===== config.mk =====
export PLATFORM = sky130hd
export DESIGN_NAME = imm_encoder_flat
export DESIGN_NICKNAME = d
export VERILOG_FILES = /design/src/rtl/imm_encoder_pkg.sv /design/src/rtl/imm_encoder_if.sv /design/src/rtl/imm_encoder_packer.sv /design/src/rtl/imm_encoder.sv /design/src/flat_wrapper.sv
export SDC_FILE = /design/constraint.sdc
export NUM_CORES = 1
export LEC_CHECK = 0
export BUFFER_PORTS_ARGS = -buffer_cell sky130_fd_sc_hd__buf_2
export CORE_MARGIN = 4
export CORE_UTILIZATION = 45
export CTS_CLUSTER_SIZE = 8
export DETAILED_ROUTE_END_ITERATION = 8
export GPL_TIMING_DRIVEN = 0
export HOLD_SLACK_MARGIN = 0.03
export PLACE_DENSITY_LB_ADDON = 0.3
export SLEW_MARGIN = 20
export SYNTH_ARGS = -nofsm -noshare
export SYNTH_HDL_FRONTEND = slang
export SYNTH_SLANG_ARGS = --single-unit

===== constraint.sdc =====
create_clock -name clock -period 4.25 [get_ports clock]
set_input_delay 0.85 -clock clock [delete_from_list [all_inputs] [get_ports clock]]
set_output_delay 0.85 -clock clock [all_outputs]
set_load 0.01 [all_outputs]

===== src/rtl/imm_encoder_pkg.sv =====
// imm_encoder_pkg: RV32 major-opcode constants, the internal instruction
// format enum and the opcode-to-format decoder shared by the encoder and
// its packing sub-block.
package imm_encoder_pkg;

    localparam logic [6:0] OP_I_LOAD  = 7'h03;
    localparam logic [6:0] OP_I_COMP  = 7'h13;
    localparam logic [6:0] OP_U_AUIPC = 7'h17;
    localparam logic [6:0] OP_S       = 7'h23;
    localparam logic [6:0] OP_R       = 7'h33;
    localparam logic [6:0] OP_U_LUI   = 7'h37;
    localparam logic [6:0] OP_B       = 7'h63;
    localparam logic [6:0] OP_I_JALR  = 7'h67;
    localparam logic [6:0] OP_J       = 7'h6F;
    localparam logic [6:0] OP_I_ENV   = 7'h73;

    // addi x0, x0, 0
    localparam logic [31:0] NOP_WORD_DEFAULT = 32'h0000_0013;

    typedef enum logic [2:0] {
        FMT_R, FMT_I, FMT_ENV, FMT_S, FMT_B, FMT_U, FMT_J, FMT_UNK
    } fmt_e;

    function automatic fmt_e decode_fmt(input logic [6:0] op);
        case (op)
            OP_I_COMP, OP_I_LOAD, OP_I_JALR: return FMT_I;
            OP_I_ENV:                        return FMT_ENV;
            OP_S:                            return FMT_S;
            OP_B:                            return FMT_B;
            OP_J:                            return FMT_J;
            OP_U_LUI, OP_U_AUIPC:            return FMT_U;
            OP_R:                            return FMT_R;
            default:                         return FMT_UNK;
        endcase
    endfunction

endpackage


===== src/rtl/imm_encoder_if.sv =====
// imm_encoder_if: input and output handshake bundle of the immediate encoder.
//   in_valid/in_ready + field bus : beat from loader / self-modifying-code path
//   out_valid/out_ready/out_instr/out_err : word to instruction-memory write port
//   out_count : running count of words accepted downstream (CNT_W bits, wraps)
// Modports: slave = encoder side, master = producer/consumer side.
interface imm_encoder_if #(
    parameter int CNT_W = 16
);
    logic              in_valid;
    logic              in_ready;
    logic [6:0]        in_opcode;
    logic [4:0]        in_rd;
    logic [4:0]        in_rs1;
    logic [4:0]        in_rs2;
    logic [2:0]        in_funct3;
    logic [6:0]        in_funct7;
    logic [11:0]       in_csr;
    logic [31:0]       in_imm;
    logic              out_valid;
    logic              out_ready;
    logic [31:0]       out_instr;
    logic              out_err;
    logic [CNT_W-1:0]  out_count;

    modport slave (
        input  in_valid, in_opcode, in_rd, in_rs1, in_rs2, in_funct3,
               in_funct7, in_csr, in_imm, out_ready,
        output in_ready, out_valid, out_instr, out_err, out_count
    );

    modport master (
        output in_valid, in_opcode, in_rd, in_rs1, in_rs2, in_funct3,
               in_funct7, in_csr, in_imm, out_ready,
        input  in_ready, out_valid, out_instr, out_err, out_count
    );
endinterface


===== src/rtl/imm_encoder_packer.sv =====
// imm_encoder_packer: combinational imm_packer block. Scatters a flat
// immediate and the register fields into the bit positions of the selected
// RV32 format. Unknown formats produce NOP_WORD.
// Ports: fmt, opcode, rd, rs1, rs2, funct3, funct7, csr, imm in; word out.
module imm_encoder_packer
    import imm_encoder_pkg::*;
#(
    parameter logic [31:0] NOP_WORD = NOP_WORD_DEFAULT
) (
    input  fmt_e               fmt,
    input  logic [6:0]         opcode,
    input  logic [4:0]         rd,
    input  logic [4:0]         rs1,
    input  logic [4:0]         rs2,
    input  logic [2:0]         funct3,
    input  logic [6:0]         funct7,
    input  logic [11:0]        csr,
    input  logic signed [31:0] imm,
    output logic [31:0]        word
);

    always_comb begin
        word = NOP_WORD;
        case (fmt)
            FMT_R:   word = {funct7, rs2, rs1, funct3, rd, opcode};
            FMT_I:   word = {imm[11:0], rs1, funct3, rd, opcode};
            // CSR immediate forms (funct3[2]) carry uimm in the rs1 slot
            FMT_ENV: word = {csr, (funct3[2] ? imm[4:0] : rs1), funct3, rd, opcode};
            FMT_S:   word = {imm[11:5], rs2, rs1, funct3, imm[4:0], opcode};
            FMT_B:   word = {imm[12], imm[10:5], rs2, rs1, funct3,
                             imm[4:1], imm[11], opcode};
            FMT_U:   word = {imm[31:12], rd, opcode};
            FMT_J:   word = {imm[20], imm[10:1], imm[11], imm[19:12], rd, opcode};
            default: word = NOP_WORD;
        endcase
    end

endmodule


===== src/rtl/imm_encoder.sv =====
// imm_encoder: two-stage valid/ready pipeline packing opcode, register
// fields and a flat immediate into an RV32 instruction word.
//   stage 1: latch fields, decode format, compute error flag
//   stage 2: packed word register driving out_instr / out_err
// Ports: clock, reset (sync, active-low), bus (imm_encoder_if.slave).
// Build option: define IMM_RANGE_CHECK_EN to flag immediates that the
// selected format cannot represent exactly; otherwise out_err only marks
// unknown opcodes.
module imm_encoder
    import imm_encoder_pkg::*;
#(
    parameter int          CNT_W    = 16,
    parameter logic [31:0] NOP_WORD = NOP_WORD_DEFAULT
) (
    input  logic          clock,
    input  logic          reset,
    imm_encoder_if.slave  bus
);

`ifdef IMM_RANGE_CHECK_EN
    function automatic logic range_err(input fmt_e fmt,
                                       input logic signed [31:0] imm,
                                       input logic [2:0] funct3);
        case (fmt)
            FMT_I, FMT_S: return (imm < -32'sd2048) || (imm > 32'sd2047);
            FMT_B:        return imm[0] || (imm < -32'sd4096) || (imm > 32'sd4094);
            FMT_J:        return imm[0] || (imm < -32'sd1048576) || (imm > 32'sd1048574);
            FMT_U:        return imm[11:0] != 12'd0;
            FMT_ENV:      return funct3[2] && (imm[31:5] != 27'd0);
            default:      return 1'b0;
        endcase
    endfunction
`endif

    logic               vld_p1, vld_p2;
    logic               advance;
    fmt_e               fmt_in;
    logic               err_in;

    fmt_e               fmt_p1;
    logic [6:0]         opcode_p1, funct7_p1;
    logic [4:0]         rd_p1, rs1_p1, rs2_p1;
    logic [2:0]         funct3_p1;
    logic [11:0]        csr_p1;
    logic signed [31:0] imm_p1;
    logic               err_p1;

    logic [31:0]        word_p1;
    logic [31:0]        instr_p2;
    logic               err_p2;
    logic [CNT_W-1:0]   count;

    assign advance      = !vld_p2 || bus.out_ready;
    assign bus.in_ready = !vld_p1 || advance;
    assign fmt_in       = decode_fmt(bus.in_opcode);

`ifdef IMM_RANGE_CHECK_EN
    assign err_in = (fmt_in == FMT_UNK) ||
                    range_err(fmt_in, $signed(bus.in_imm), bus.in_funct3);
`else
    assign err_in = (fmt_in == FMT_UNK);
`endif

    // ---- stage 1: field latch, format decode, error flag ----
    always_ff @(posedge clock) begin
        if (!reset)
            vld_p1 <= 1'b0;
        else if (bus.in_ready)
            vld_p1 <= bus.in_valid;
    end

    always_ff @(posedge clock) begin
        if (bus.in_valid && bus.in_ready) begin
            fmt_p1    <= fmt_in;
            opcode_p1 <= bus.in_opcode;
            rd_p1     <= bus.in_rd;
            rs1_p1    <= bus.in_rs1;
            rs2_p1    <= bus.in_rs2;
            funct3_p1 <= bus.in_funct3;
            funct7_p1 <= bus.in_funct7;
            csr_p1    <= bus.in_csr;
            imm_p1    <= $signed(bus.in_imm);
            err_p1    <= err_in;
        end
    end

    imm_encoder_packer #(
        .NOP_WORD (NOP_WORD)
    ) u_packer (
        .fmt    (fmt_p1),
        .opcode (opcode_p1),
        .rd     (rd_p1),
        .rs1    (rs1_p1),
        .rs2    (rs2_p1),
        .funct3 (funct3_p1),
        .funct7 (funct7_p1),
        .csr    (csr_p1),
        .imm    (imm_p1),
        .word   (word_p1)
    );

    // ---- stage 2: packed word / error output register ----
    always_ff @(posedge clock) begin
        if (!reset) begin
            vld_p2   <= 1'b0;
            instr_p2 <= 32'd0;
            err_p2   <= 1'b0;
        end else if (advance) begin
            vld_p2 <= vld_p1;
            // hold the last word when the stage drains empty
            if (vld_p1) begin
                instr_p2 <= word_p1;
                err_p2   <= err_p1;
            end
        end
    end

    always_ff @(posedge clock) begin
        if (!reset)
            count <= '0;
        else if (vld_p2 && bus.out_ready)
            count <= count + 1'b1;
    end

    assign bus.out_valid = vld_p2;
    assign bus.out_instr = instr_p2;
    assign bus.out_err   = err_p2;
    assign bus.out_count = count;

endmodule


===== src/flat_wrapper.sv =====
// flat-port wrapper written by rule: the top's interface ports become plain ports
module imm_encoder_flat import imm_encoder_pkg::*;
#(
    parameter int          CNT_W    = 16,
    parameter logic [31:0] NOP_WORD = NOP_WORD_DEFAULT
)
  (clock, reset, bus_in_valid, bus_in_opcode, bus_in_rd, bus_in_rs1, bus_in_rs2, bus_in_funct3, bus_in_funct7, bus_in_csr, bus_in_imm, bus_out_ready, bus_in_ready, bus_out_valid, bus_out_instr, bus_out_err, bus_out_count);
  imm_encoder_if #(.CNT_W(CNT_W)) bus_i ();
  input  logic clock;
  input  logic reset;
  input wire logic [$bits(bus_i.in_valid)-1:0] bus_in_valid;
  input wire logic [$bits(bus_i.in_opcode)-1:0] bus_in_opcode;
  input wire logic [$bits(bus_i.in_rd)-1:0] bus_in_rd;
  input wire logic [$bits(bus_i.in_rs1)-1:0] bus_in_rs1;
  input wire logic [$bits(bus_i.in_rs2)-1:0] bus_in_rs2;
  input wire logic [$bits(bus_i.in_funct3)-1:0] bus_in_funct3;
  input wire logic [$bits(bus_i.in_funct7)-1:0] bus_in_funct7;
  input wire logic [$bits(bus_i.in_csr)-1:0] bus_in_csr;
  input wire logic [$bits(bus_i.in_imm)-1:0] bus_in_imm;
  input wire logic [$bits(bus_i.out_ready)-1:0] bus_out_ready;
  output wire logic [$bits(bus_i.in_ready)-1:0] bus_in_ready;
  output wire logic [$bits(bus_i.out_valid)-1:0] bus_out_valid;
  output wire logic [$bits(bus_i.out_instr)-1:0] bus_out_instr;
  output wire logic [$bits(bus_i.out_err)-1:0] bus_out_err;
  output wire logic [$bits(bus_i.out_count)-1:0] bus_out_count;
  assign bus_i.in_valid = bus_in_valid;
  assign bus_i.in_opcode = bus_in_opcode;
  assign bus_i.in_rd = bus_in_rd;
  assign bus_i.in_rs1 = bus_in_rs1;
  assign bus_i.in_rs2 = bus_in_rs2;
  assign bus_i.in_funct3 = bus_in_funct3;
  assign bus_i.in_funct7 = bus_in_funct7;
  assign bus_i.in_csr = bus_in_csr;
  assign bus_i.in_imm = bus_in_imm;
  assign bus_i.out_ready = bus_out_ready;
  assign bus_in_ready = bus_i.in_ready;
  assign bus_out_valid = bus_i.out_valid;
  assign bus_out_instr = bus_i.out_instr;
  assign bus_out_err = bus_i.out_err;
  assign bus_out_count = bus_i.out_count;
  imm_encoder #(.CNT_W(CNT_W), .NOP_WORD(NOP_WORD)) u_core (.clock(clock), .reset(reset), .bus(bus_i));
endmodule

**Yosys cells after proc, flatten, opt, wreduce, memory -nomap -nowiden**

Index checks and enable logic that the tools add are counted.

- $add $sub $neg: 1
- Multiply operators: 0
- Div/mod/pow operators: 0
- Magnitude comparators: 0
- Eq/ne operators: 17
- Shifts and indexed selects: 0
- Multiplexer cells: 3
- Bitwise operators: 0
- Reductions and logical operators: 10

Operators by type and width:

| cell | count |
|---|---|
| $pmux 32 s7 | 1 |
| $eq 7x7->1 const B | 4 |
| $eq 7x6->1 const B | 3 |
| $pmux 3 s7 | 1 |
| $add 16x1->16 const B | 1 |
| $eq 7x5->1 const B | 2 |
| $eq 3x3->1 const B | 4 |
| $eq 7x2->1 const B | 1 |
| $eq 3x2->1 const B | 2 |
| $mux 5 | 1 |
| $eq 3x1->1 const B | 1 |
| $logic_not 3->1 | 1 |
| $reduce_or 3->1 | 1 |
| $logic_and 1x1->1 | 2 |
| $logic_not 1->1 | 2 |
| $logic_or 1x1->1 | 2 |
| $reduce_and 2->1 | 1 |
| $reduce_or 2->1 | 1 |

- Register bits after elaboration: 131
- Latch bits: 0
- RAM bits: 0
- ROM bits: 0
- Output and inout port bits: 51
- Word-level logic and storage cells: 46
- Memories: 0

**Depth between registers and ports, before layout**

- Word-level depth: 4
- Gate-level depth with buffers: 7
- Gate-level depth less buffers: 5

**Hierarchy**

Synthesis repeated with hierarchy kept, for this count alone.

- Cell total of the unflattened synthesis: 477
- Area, all modules: 5476.5 um^2

Modules (own cells, without submodules):

| module | times used | cells an instance | area each (um^2) | seq. area each (um^2) |
|---|---|---|---|---|
| imm_encoder | 1 | 341 | 4484.3 | 3423.3 |
| imm_encoder_packer | 1 | 136 | 992.2 | 0.0 |

**Worst setup path after synthesis**

OpenSTA, ideal clock, no wires.

- Path kind: in2reg
- Start: input port bus_out_ready
- End: register u_core.csr_p1[0] (enable)
- Library setup time: 448 ps
- Data arrival time: 3112 ps
- Data required time: 3802 ps
- Slack: 691 ps
- Stages: 3
- Path buffers: 0
- Path through: and2b_2 nand2_1 and2_1

- Cells in the longest elaborated chain, start to end: 3

RTL lines:

| item | line | text |
|---|---|---|
| start: declaration | flat_wrapper.sv:20 | `input wire logic [$bits(bus_i.out_ready)-1:0] bus_out_ready;` |
| $logic_or 1x1->1 | imm_encoder.sv:53 | `assign advance = !vld_p2 \|\| bus.out_ready;` |
| $logic_or 1x1->1 | imm_encoder.sv:54 | `assign bus.in_ready = !vld_p1 \|\| advance;` |
| via bus_in_ready | flat_wrapper.sv:21 | `output wire logic [$bits(bus_i.in_ready)-1:0] bus_in_ready;` |
| $logic_and 1x1->1 | imm_encoder.sv:73 | `if (bus.in_valid && bus.in_ready) begin` |
| end signal: assignment | imm_encoder.sv:81 | `csr_p1 <= bus.in_csr;` |
| end: declaration | imm_encoder.sv:44 | `logic [11:0] csr_p1;` |

The timed path passes the listed nets, and every way through them passes these cells.
A chain may end at the register's enable or synchronous reset.

**Final worst setup path**

- Start: input port bus_out_ready
- End: output port bus_in_ready

- Cells in the longest elaborated chain, start to end: 2

RTL lines:

| item | line |
|---|---|
| $logic_or 1x1->1 | imm_encoder.sv:53 |
| $logic_or 1x1->1 | imm_encoder.sv:54 |
| end: declaration | flat_wrapper.sv:21 |

Every way passes these cells.

==> results.sh <==
export IMPL_fillers=938
export IMPL_pwr_share_seq=0.476
export IMPL_row_count=39
export IMPL_drive_above_1_share=0.327
export IMPL_slew_headroom=0.588
export IMPL_pre_cts_ws_ns=1.69
export IMPL_numCtsBuffers=17
export IMPL_pwr_share_comb=0.059
export IMPL_initial_utilization=0.464
export IMPL_fin_nets=659
export IMPL_fin_crit_ns=2.38
export IMPL_grt_max_degree=44
export IMPL_synth_cell_type_count=50
export IMPL_synth_top_cell_area_share=0.448
export IMPL_skew_ns=0.00718
export IMPL_ant_nets=0
export IMPL_root_buffer="clkbuf_16"
export IMPL_cpMostUsedCell="buf_2"
export IMPL_firstDrtPassIters=5
export IMPL_grt_pass1_wl_um=20800
export IMPL_grt_util_all_layers=0.204
export IMPL_ctsResizeCount=0
export IMPL_rsz0062_at_grt="false"
export IMPL_yosysTopAreaCell="edfxtp_1"
export IMPL_final_cell_mix="buf_2, edfxtp_1, dfxtp_1, nand2_1, a21oi_1"
export IMPL_via_count=4143
export IMPL_clock_sinks=131
export IMPL_antenna_found_initial=0
export IMPL_die_height_um=117
export IMPL_synth_warnings=0
export IMPL_dieArea_sq_mm=0.0137
export IMPL_synth_area_sq_mm=0.00537
export IMPL_clk_latency_ns=0.42
export IMPL_crit_slowest_cell="and2b_2"
export IMPL_hold_viol=0
export IMPL_maxSlewViolCount=0
export IMPL_switching_power_w=0.000649
export IMPL_numPortBuffers=130
export IMPL_setup_viol=0
export IMPL_boundaryPins=131
export IMPL_path_cells="buf_2 -> and2b_2 -> nand2_1 -> buf_2"
export IMPL_max_freq_ghz=0.420
export IMPL_finalCritPeriodShare=0.560
export IMPL_cap_violations=0
export IMPL_syn2layout_area_growth_pct=26.8
export IMPL_critPathMaxStageDelay_ns=0.27
export IMPL_synth_edf_count=80
export IMPL_post_place_cells=702
export IMPL_yosysSeqAreaShare=0.638
export IMPL_wl_um=13700
export IMPL_die_x_um=117
export IMPL_layout_setup_ws_ns=1.87
export IMPL_async_flop_share=0
export IMPL_final_common_cell="buf_2"
export IMPL_cts_htree_levels=4
export IMPL_avgSynthCellArea_sq_um=12.5
export IMPL_hold_class="register to register"
export IMPL_placed_area_sq_mm=0.00622
export IMPL_path_clk_slew_ns=0.05
export IMPL_cts_hold_buf=0
export IMPL_fin_area_sq_mm=0.00681
export IMPL_overflow=0
export IMPL_crit_family="simple AND/OR/NAND/NOR gates"
export IMPL_layoutNonFillerInstCount=734
export IMPL_crit_path_max_fanout=8
export IMPL_endpoint_kind="output port"
export IMPL_ys_ff_latch=131
export IMPL_crit_required_ns=3.40
export IMPL_pwr_density_cell_mw_per_mm2=446
export IMPL_place_gp_congestion=0.855
export IMPL_path_buf_inv=2
export IMPL_worstMarginPinSlew_ns=0.615
export IMPL_cp_start_kind="input port"
export IMPL_clk_path_buf_depth=2
export IMPL_hpwl_um=9690
export IMPL_crit_type="input port to output port"
export IMPL_timing_hold_ws_ns=0.461
export IMPL_status="complete, no violations"
export IMPL_viasPerCell=5.64
export IMPL_wire_per_inst_um=18.7
export IMPL_synth_flop_cell="edfxtp_1"
export IMPL_cts_tree="done"
export IMPL_multi_input_area_sq_mm=0.00175
export IMPL_p_clk_frac=0.466
export IMPL_power_leakage_nw=2.81
export IMPL_cts_setup_buffers=0
export IMPL_p_int_w=0.00238
export IMPL_drc=0
export IMPL_core_area_sq_mm=0.0116
export IMPL_worst_ep_arrival_time_ns=1.53
export IMPL_reg2reg_slack_ns=2.35
export IMPL_drt_iter0_drc=357
export IMPL_p_sw_frac=0.214
export IMPL_register_area_sq_mm=0.00342
export IMPL_syn_inst=428
export IMPL_n_antenna_cell=0
export IMPL_yosys_top_cells_area="edfxtp_1, dfxtp_1, mux2i_1"
export IMPL_ir_drop_uv=355
export IMPL_tns_ns=0
export IMPL_syn_nets=509
export IMPL_grt_pass1_vias=4117
==> kinds of logic after synthesis <==
group / count (synthesis) / synth area share
buffers and inverters: 38 / 0.0361
adder cells (fa/ha/maj): 1 / 0.00233
multiplexers: 13 / 0.0242
AO/OA/AOI/OAI: 121 / 0.168
flip-flops: 131 / 0.638
AND/OR/NAND/NOR: 114 / 0.115
XOR/XNOR: 10 / 0.0163
==> final cells by class <==
| cell class | count | share of cell area |
|---|---|---|
| well taps | 143 | 0.0263 |
| plain buffers | 26 | 0.0219 |
| multi-input cells | 259 | 0.258 |
| flip-flops and latches | 131 | 0.503 |
| clock buffers | 24 | 0.0754 |
| repair buffers | 131 | 0.0985 |
| inverters | 12 | 0.00662 |
| clock inverters | 8 | 0.0107 |
==> cell usage after synthesis, drive strengths merged (2+ instances only) <==
| library cell | count |
|---|---|
| a211oi | 7 |
| a21o | 2 |
| a21oi | 25 |
| a221o | 5 |
| a221oi | 14 |
| a222oi | 4 |
| a22o | 6 |
| a22oi | 11 |
| a32o | 5 |
| and3 | 7 |
| buf | 16 |
| clkbuf | 9 |
| dfxtp | 51 |
| edfxtp | 80 |
| inv | 12 |
| mux2i | 13 |
| nand2 | 32 |
| nand2b | 6 |
| nand3 | 9 |
| nand4 | 3 |
| nor2 | 25 |
| nor2b | 9 |
| nor3 | 12 |
| nor4 | 3 |
| o21ai | 19 |
| o21bai | 2 |
| o221a | 7 |
| o221ai | 4 |
| o2bb2ai | 8 |
| xnor2 | 6 |
| xor2 | 4 |
==> final timing paths <==
| path | start | endpoint | cells past startpoint |
|---|---|---|---|
| worst min-delay path | u_core.bus.out_instr[15] | u_core.bus.out_instr[15] | 1 |
| worst max-delay path | bus_out_ready | bus_in_ready | 4 |
| worst max register to register | u_core.bus.out_valid | u_core.imm_p1[12] | 4 |
| worst min register to register | u_core.bus.out_instr[15] | u_core.bus.out_instr[15] | 1 |
==> layer usage <==
metal	global-route usage	vias to the layer above	share of wire
met3	0.0684	22	0.082
met5	0	-	0
met4	0.0803	0	0.017
met1	0.249	1998	0.42
li1	-	1947	-
met2	0.334	176	0.48
==> flip-flops by register name (all words and copies together) (netlist names), 7 cells and up <==
register,cells
u_core.bus.out_instr,32
u_core.bus.out_count,16
u_core.funct7_p1,7
u_core.opcode_p1,7
u_core.csr_p1,12
u_core.imm_p1,32
==> through the flow <==
stage	total power, W	util
after global routing	0.00314	0.588
after CTS	0.00306	0.588
final	0.00303	0.588
after detailed placement	0.00164	0.538
after floorplan	0.00155	-
after global placement	0.00164	0.536
==> power by group through the flow <==
stage | Combinational [W] | Clock, W | Sequential, W
4_1_cts | 0.000179 | 0.00144 | 0.00144
2_1_floorplan | 0.0000878 | 0 | 0.00146
3_5_place_dp | 0.000177 | 0 | 0.00147
5_1_grt | 0.000197 | 0.00150 | 0.00145
3_3_place_gp | 0.000168 | 0 | 0.00147
6_report | 0.000178 | 0.00141 | 0.00144
(Power assumes the default switching activity.)
